--- config.mk ---
export PLATFORM = sky130hd
export DESIGN_NAME = imem_loader
export DESIGN_NICKNAME = d
export VERILOG_FILES = /design/src/rtl/imem_loader_pkg.sv /design/src/rtl/byte_packer.sv /design/src/rtl/imem_loader.sv
export SDC_FILE = /design/constraint.sdc
export NUM_CORES = 1
export LEC_CHECK = 0
export ABC_AREA = 1
export CAP_MARGIN = 5
export CORE_ASPECT_RATIO = 0.6
export CORE_MARGIN = 8
export CORE_UTILIZATION = 49
export DETAILED_ROUTE_END_ITERATION = 16
export MAX_ROUTING_LAYER = met4
export PLACE_DENSITY = 0.72
export SYNTH_ARGS = -nofsm -noshare
export SYNTH_HDL_FRONTEND = slang
export SYNTH_SLANG_ARGS = --single-unit
--- constraint.sdc ---
create_clock -name clk -period 3.45 [get_ports clk]
set_input_delay 0.69 -clock clk [delete_from_list [all_inputs] [get_ports clk]]
set_output_delay 0.69 -clock clk [all_outputs]
set_load 0.01 [all_outputs]
--- src/rtl/imem_loader_pkg.sv ---
// Shared types and constants for the instruction-memory program loader.
package imem_loader_pkg;

   localparam int WORD_BYTES = 4;
   localparam int COUNT_W    = 16;

   typedef enum logic [2:0] {
      S_LEN0,
      S_LEN1,
      S_DATA,
      S_WRITE,
      S_RUN,
      S_ERR
   } state_t;

endpackage

--- src/rtl/byte_packer.sv ---
// Little-endian byte-to-word assembler: byte k of a word lands in bits [8k+7:8k].
module byte_packer
   import imem_loader_pkg::*;
(
   input  logic        clk,
   input  logic        reset,
   input  logic        shift_en,
   input  logic        clear,
   input  logic [7:0]  byte_in,
   output logic [31:0] word,
   output logic [1:0]  byte_idx
);

   always_ff @(posedge clk) begin
      if (reset) begin
         word     <= '0;
         byte_idx <= '0;
      end else if (clear) begin
         byte_idx <= '0;
      end else if (shift_en) begin
         word[8*byte_idx +: 8] <= byte_in;
         byte_idx              <= byte_idx + 2'd1;
      end
   end

endmodule

--- src/rtl/imem_loader.sv ---
// Streams a length header plus little-endian words into instruction memory,
// holding the CPU in reset until the whole program has been written.
module imem_loader
   import imem_loader_pkg::*;
#(
   parameter  int DEPTH  = 1024,
   localparam int ADDR_W = $clog2(DEPTH) + 2
)
(
   input  logic              clk,
   input  logic              reset,
   input  logic              in_valid,
   input  logic [7:0]        in_data,
   output logic              in_ready,
   output logic              imem_we,
   output logic [ADDR_W-1:0] imem_addr,
   output logic [31:0]       imem_wdata,
   output logic              cpu_reset,
   output logic              done,
   output logic              err
);

   localparam logic [31:0] DEPTH_U = 32'(DEPTH);

   state_t               state, next_state;
   logic [COUNT_W-1:0]   count;
   logic [COUNT_W-1:0]   word_idx;
   logic [COUNT_W-1:0]   hdr_count;
   logic [31:0]          pk_word;
   logic [1:0]           pk_idx;
   logic                 xfer;
   logic                 last_byte;

   assign xfer      = in_valid && in_ready;
   assign hdr_count = {count[COUNT_W-1:8], in_data};
   assign last_byte = (state == S_DATA) && xfer && (pk_idx == 2'(WORD_BYTES - 1));

   byte_packer u_packer (
      .clk      (clk),
      .reset    (reset),
      .shift_en ((state == S_DATA) && xfer),
      .clear    (state == S_WRITE),
      .byte_in  (in_data),
      .word     (pk_word),
      .byte_idx (pk_idx)
   );

   always_comb begin
      next_state = state;
      unique case (state)
         S_LEN0:  if (xfer) next_state = S_LEN1;
         S_LEN1: begin
            if (xfer) begin
               if (hdr_count == '0)
                  next_state = S_RUN;
               else if (32'(hdr_count) > DEPTH_U)
                  next_state = S_ERR;
               else
                  next_state = S_DATA;
            end
         end
         S_DATA:  if (last_byte) next_state = S_WRITE;
         S_WRITE: next_state = ((word_idx + COUNT_W'(1)) == count) ? S_RUN : S_DATA;
         S_RUN:   next_state = S_RUN;
         S_ERR:   next_state = S_ERR;
         default: next_state = S_LEN0;
      endcase
   end

   // Status outputs are forced to their reset values while reset is asserted.
   always_comb begin
      in_ready  = 1'b0;
      imem_we   = 1'b0;
      cpu_reset = 1'b1;
      done      = 1'b0;
      err       = 1'b0;
      if (!reset) begin
         in_ready  = (state == S_LEN0) || (state == S_LEN1) || (state == S_DATA);
         imem_we   = (state == S_WRITE);
         cpu_reset = (state != S_RUN);
         done      = (state == S_RUN);
         err       = (state == S_ERR);
      end
   end

   // Address and data are captured with the final byte so they are valid during the write cycle.
   always_ff @(posedge clk) begin
      if (reset) begin
         state      <= S_LEN0;
         count      <= '0;
         word_idx   <= '0;
         imem_addr  <= '0;
         imem_wdata <= '0;
      end else begin
         state <= next_state;
         if (state == S_LEN0 && xfer)
            count[COUNT_W-1:8] <= in_data;
         if (state == S_LEN1 && xfer)
            count[7:0] <= in_data;
         if (last_byte) begin
            imem_addr  <= {word_idx[ADDR_W-3:0], 2'b00};
            imem_wdata <= (pk_word & 32'h00FF_FFFF) | {in_data, 24'h0};
         end
         if (state == S_WRITE)
            word_idx <= word_idx + COUNT_W'(1);
      end
   end

endmodule

==> results.cfg, run 1 <==
[finish]
num_antenna_cells = 0
fin_cells = 804
ff_latch_area_um2 = 2060
multi_input_area_um2 = 2150
syn_to_final_growth_pct = 22.0
nFillCells = 818
layout-drive-gt1-share = 0.0698
finalNetCount = 700
fin_util = 0.612

[timing]
setup_ws_ns = 0.430
whs_ns = 0.465
worstMarginPinSlew_ns = 0.638
finalSetupTns_ns = 0
hold_viol_final = 0
fin_crit_ns = 3.02
max_freq_mhz = 331
clock_skew_ns = 0.00782
grt_setup_unrepaired = no
drv_slew = 0
period_share = 0.875
slew_headroom = 0.574
setup_viol = 0

[drt]
drtIter0Drc = 531
wl_um = 12600
via_count = 4370
ant_nets = 0
firstDrtPassIters = 5
viasPerCell = 5.44
routedWlPerCell_um = 15.6
drcViolationCount = 0

[worst_setup_path]
worstPathArrival_ns = 2.33
crit_chain = clkdlybuf4s50_1 -> nor2_1 -> clkdlybuf4s50_1
crit_path_end = imem_we
slowest_stage = clkdlybuf4s50_1
cp_slowest_stage_delay_ns = 0.64
crit_start = reset
r2r-end = state[1]
cp.required_ns = 2.76
cp_common_cell = clkdlybuf4s50_1
cp_max_fo = 5
cp-start-kind = input port
r2r_cells = 13
regToRegSetupSlack_ns = 1.20
path_class = input port to primary output
critPathCaptureType = primary output
reg2reg_from = state[1]

[logic_synthesis]
async_reset_ff_frac = 0
ys.flop_type = dfxtp_1
avgSynthCellArea_um2 = 7.31
synth_edf_count = 0
synth_area_leaders = dfxtp_1 45%, nand2_1 8.0%, nor2_1 7.9%, o21ai_0 7.8%, a21oi_1 6.7%
synth.most_common_cell = dfxtp_1
synth_cell_types = 34
synth_seq_cells = 103
ys_seq_area_frac = 0.451
ys_warn_count = 0
synth_common_cells = 103 x dfxtp_1, 97 x nand2_1, 96 x nor2_1
synth_largest_area_cell = dfxtp_1
syn-cell-area_um2 = 4580
netlist_instances = 626
post-synth-top-area-fraction = 0.451

[outcome]
outcome = finished, final reports clean

[min_path]
hold_class = flop to flop

[placement]
place_ws_ns = 0.410
portBuffers = 57
dp.cells = 788
gp_congestion = 0.945
dpl.hpwl_um = 9230

[floorplanning]
start_util = 0.502
fp.dieW_um = 141
fp.coreArea_um2 = 9120
rows = 27
die_y_um = 90.9
dieArea_um2 = 12800
pin_count = 60

[pwr]
p_per_area_nw_per_um2 = 490
ir_drop_v = 0.000271
p_leak_nw = 2.17

[cts]
cts_resized = 0
cts-root-buf = clkbuf_16
ctsHoldBuffers = 0
cts.clk_slew.worst_paths_ns = 0.07
clock-sinks = 103
cts_tree = built
htreeDepth = 3
clock_latency_ns = 0.35
clockBufferDepth = 2
post_cts_buffers = 0
numCtsBuffers = 9

[job]
drv_cap = 0

[grt]
grt_pass1_wl_um = 20300
grt_max_degree = 62
antenna_found_initial = 0
grt_usage = 0.203
grt-ovfl-total = 0
grt_pass1_vias = 3997
## state kept, by name, indices dropped and copies added (netlist names)
register and count:
u_packer.word 24, imem_addr 10, word_idx 16, imem_wdata 32, u_packer.byte_idx 2, state 3, count 16
## final cells by class
cell class | instances | area share
Multi-Input combinational cell | 436 | 0.385
Sequential cell | 103 | 0.369
Timing Repair Buffer | 69 | 0.121
Inverter | 64 | 0.0439
Clock buffer | 11 | 0.0435
Tap cell | 116 | 0.0260
Clock inverter | 5 | 0.0114
## worst min-delay path by stage
stage / from / end / cells past startpoint
after global placement: u_packer.word[0] / u_packer.word[0] / 2
after CTS: u_packer.word[20] / u_packer.word[20] / 2
final: u_packer.word[9] / u_packer.word[9] / 2
after global routing: u_packer.word[0] / u_packer.word[0] / 2
after detailed placement: u_packer.word[22] / u_packer.word[22] / 2
after floorplan: u_packer.word[18] / u_packer.word[18] / 2
## kinds of logic after synthesis
kind of cell               Yosys count  share of synthesized area
adders and majority gates            6                     0.0164
AOI/OAI and AO/OA                  147                      0.166
buffers and inverters               88                     0.0801
and+or+nand+nor                    273                      0.265
xor gates and xnor gates             8                     0.0213
other                                1                   0.000820
DFF                                103                      0.451
## report_power, final
group          internal (mW)  total (mW)  switching, mW
registers               1.24        1.28         0.0406
logic                  0.137       0.403          0.266
clock network          0.592        1.05          0.461
## per-layer routing
metal	track usage	vias to the layer above	part of all wire
met5	-	-	0
met4	0.0463	0	0.0076
met3	0.0512	11	0.087
met2	0.275	180	0.41
met1	0.293	2001	0.50
li1	-	2178	-
## metrics by stage
step / area [µm²] / power [mW]
finish: 5580 / 2.73
global route: 5580 / 2.86
CTS: 5580 / 2.74
detailed placement: 5280 / 1.69
global placement: 5280 / 1.68
floorplan: 4580 / 1.58
## cells in the final DEF (no fill, tap or decap), types with 11 or more instances in the layout
cell type	instances
buf_4	11
nor2_1	96
nand2_1	97
clkdlybuf4s50_1	57
nand3_1	34
dfxtp_1	103
nand4_1	21
o22ai_1	11
a21oi_1	61
o21ai_0	71
inv_1	60
## worst max-delay path, delay by kind of cell
kind / cells / cell delay, ns
buf+inv: 2 / 1.18
simple gates: 1 / 0.46
Note: power is estimated with default switching activity, not from simulation.
==> run 2, diff against run 1 <==
Settings changed: HOLD_SLACK_MARGIN set to 0.06.
==> results of run 2 <==
The final DEF is identical to that of run 1; final timing and power are the same.
==> run 3, diff against run 2 <==
Settings changed: RECOVER_POWER set to 100.
==> run 3 against run 2 <==
  * Sequential share of layout area grew 0.17 points
  * Maximum frequency shrank 1.6%
  * Clock power is essentially flat
  * First-iteration DRC count shrank 13%
  * Count of clock-buffer cells in the layout is the same
  * Critical endpoint unchanged
  * Core utilization shrank 0.29 points
  * Global-route usage is the same
  * Final cell count is the same
==> results.cfg, run 3 (synthesis gave the netlist of run 1 again) <==
[drt]
routedWlPerCell_um = 15.5
drcViolationCount = 0
viasPerCell = 5.48
drtIter0Drc = 461
wl_um = 12500
firstDrtPassIters = 7
ant_nets = 0
via_count = 4404

[timing]
hold_viol_final = 0
fin_crit_ns = 3.07
period_share = 0.890
drv_slew = 0
finalSetupTns_ns = 0
max_freq_mhz = 326
setup_viol = 0
grt_setup_unrepaired = no
clock_skew_ns = 0.00692
worstMarginPinSlew_ns = 1.10
slew_headroom = 0.270

[floorplanning]
die_y_um = 90.9
pin_count = 60
rows = 27
fp.dieW_um = 141
fp.coreArea_um2 = 9120
start_util = 0.502
dieArea_um2 = 12800

[cts]
post_cts_buffers = 0
clock_latency_ns = 0.35
numCtsBuffers = 9
cts_tree = built
htreeDepth = 3
clockBufferDepth = 2
clock-sinks = 103
cts.clk_slew.worst_paths_ns = 0.07
cts_resized = 0
ctsHoldBuffers = 0
cts-root-buf = clkbuf_16

[finish]
largest_registers = imem_wdata: 32 flops, u_packer.word: 24 flops
layout_commonest_cell = dfxtp_1
num_antenna_cells = 0
layout-drive-gt1-share = 0.0581
syn_to_final_growth_pct = 21.4
final_cell_mix = 103 x dfxtp_1, 102 x nand2_1, 96 x nor2_1
finalNetCount = 700
fin_cells = 804
regMostFlops = imem_wdata
largest_reg_flops = 32

[placement]
gp_congestion = 0.945
dp.cells = 788
dpl.hpwl_um = 9230
portBuffers = 57

[pwr]
ir_drop_v = 0.000273
p_leak_nw = 2.31
p_per_area_nw_per_um2 = 490

[min_path]
hold_class = flop to flop
min_delay_path_depth = 2
hold_end = u_packer.word[11]
hp-start = u_packer.word[11]

[worst_setup_path]
path_class = input port to primary output
cp.required_ns = 2.76
reg2reg_from = state[1]
cp_max_fo = 5
critPathCaptureType = primary output
worstPathArrival_ns = 2.38
r2r-end = state[1]
r2r_cells = 13
regToRegSetupSlack_ns = 1.13
cp-start-kind = input port

[grt]
grt_pass1_wl_um = 20300
grt_usage = 0.203
grt_max_degree = 62
grt_pass1_vias = 3997
grt-ovfl-total = 0
antenna_found_initial = 0

[job]
drv_cap = 0

[outcome]
outcome = finished, final reports clean
## run 3: cell types whose count changed in the layout (fill, tap and decap cells not counted)
cell             previous run  this run
o211ai_1                    0         1
clkdlybuf4s50_1            57         9
inv_4                       2         1
clkinvlp_2                  0         1
dlygate4sd3_1               0        48
clkbuf_1                    1         3
o211ai_2                    1         0
nand2_1                    97       102
buf_4                      11         9
nand2_2                     7         2
## run 3: cell type report
| cell class | instances | area [µm²] |
|---|---|---|
| Fill cell | 826 | 3560 |
| Multi-Input combinational cell | 436 | 2130 |
| Sequential cell | 103 | 2060 |
| Timing Repair Buffer | 69 | 666 |
| Inverter | 64 | 244 |
| Clock buffer | 11 | 243 |
| Tap cell | 116 | 145 |
| Clock inverter | 5 | 63.8 |
## run 3: worst max-delay path by stage
stage                      from        to  slack (ns)  depth (start not counted)
after global routing      reset  state[1]        0.31                         14
final                     reset   imem_we        0.38                          3
after CTS                 reset   imem_we        0.49                          3
after detailed placement  reset  state[1]        0.41                         14
after floorplan           reset      done        1.37                          5
after global placement    reset   imem_we        0.48                          3
## run 3: metrics by stage
step / util / worst slack [ns] / total power [mW] / hold WS, ns / cell area [µm²]
floorplan: - / 1.37 / 1.58 / 0.441 / 4580
global placement: 0.578 / 0.483 / 1.68 / 0.451 / 5280
detailed placement: 0.578 / 0.410 / 1.69 / 0.454 / 5280
CTS: 0.612 / 0.494 / 2.74 / 0.465 / 5580
global route: 0.609 / 0.314 / 2.85 / 0.483 / 5560
finish: 0.609 / 0.380 / 2.72 / 0.465 / 5560
## run 3: routing by layer
| layer | wire (µm) | vias up | global-route usage |
|---|---|---|---|
| met5 | 0 | - | - |
| met2 | 5030 | 178 | 0.275 |
| met4 | 89 | 0 | 0.0463 |
| met3 | 1050 | 11 | 0.0512 |
| met1 | 6300 | 2030 | 0.293 |
| li1 | - | 2185 | - |
## run 3: power breakdown
group          internal, mW  switching, mW
combinational         0.132          0.260
sequential             1.24         0.0408
clock                 0.592          0.461
## run 3: critical path, cell delays in order
cell and delay, ns:
dlygate4sd3_1 0.62, nor2_1 0.39, dlygate4sd3_1 0.68
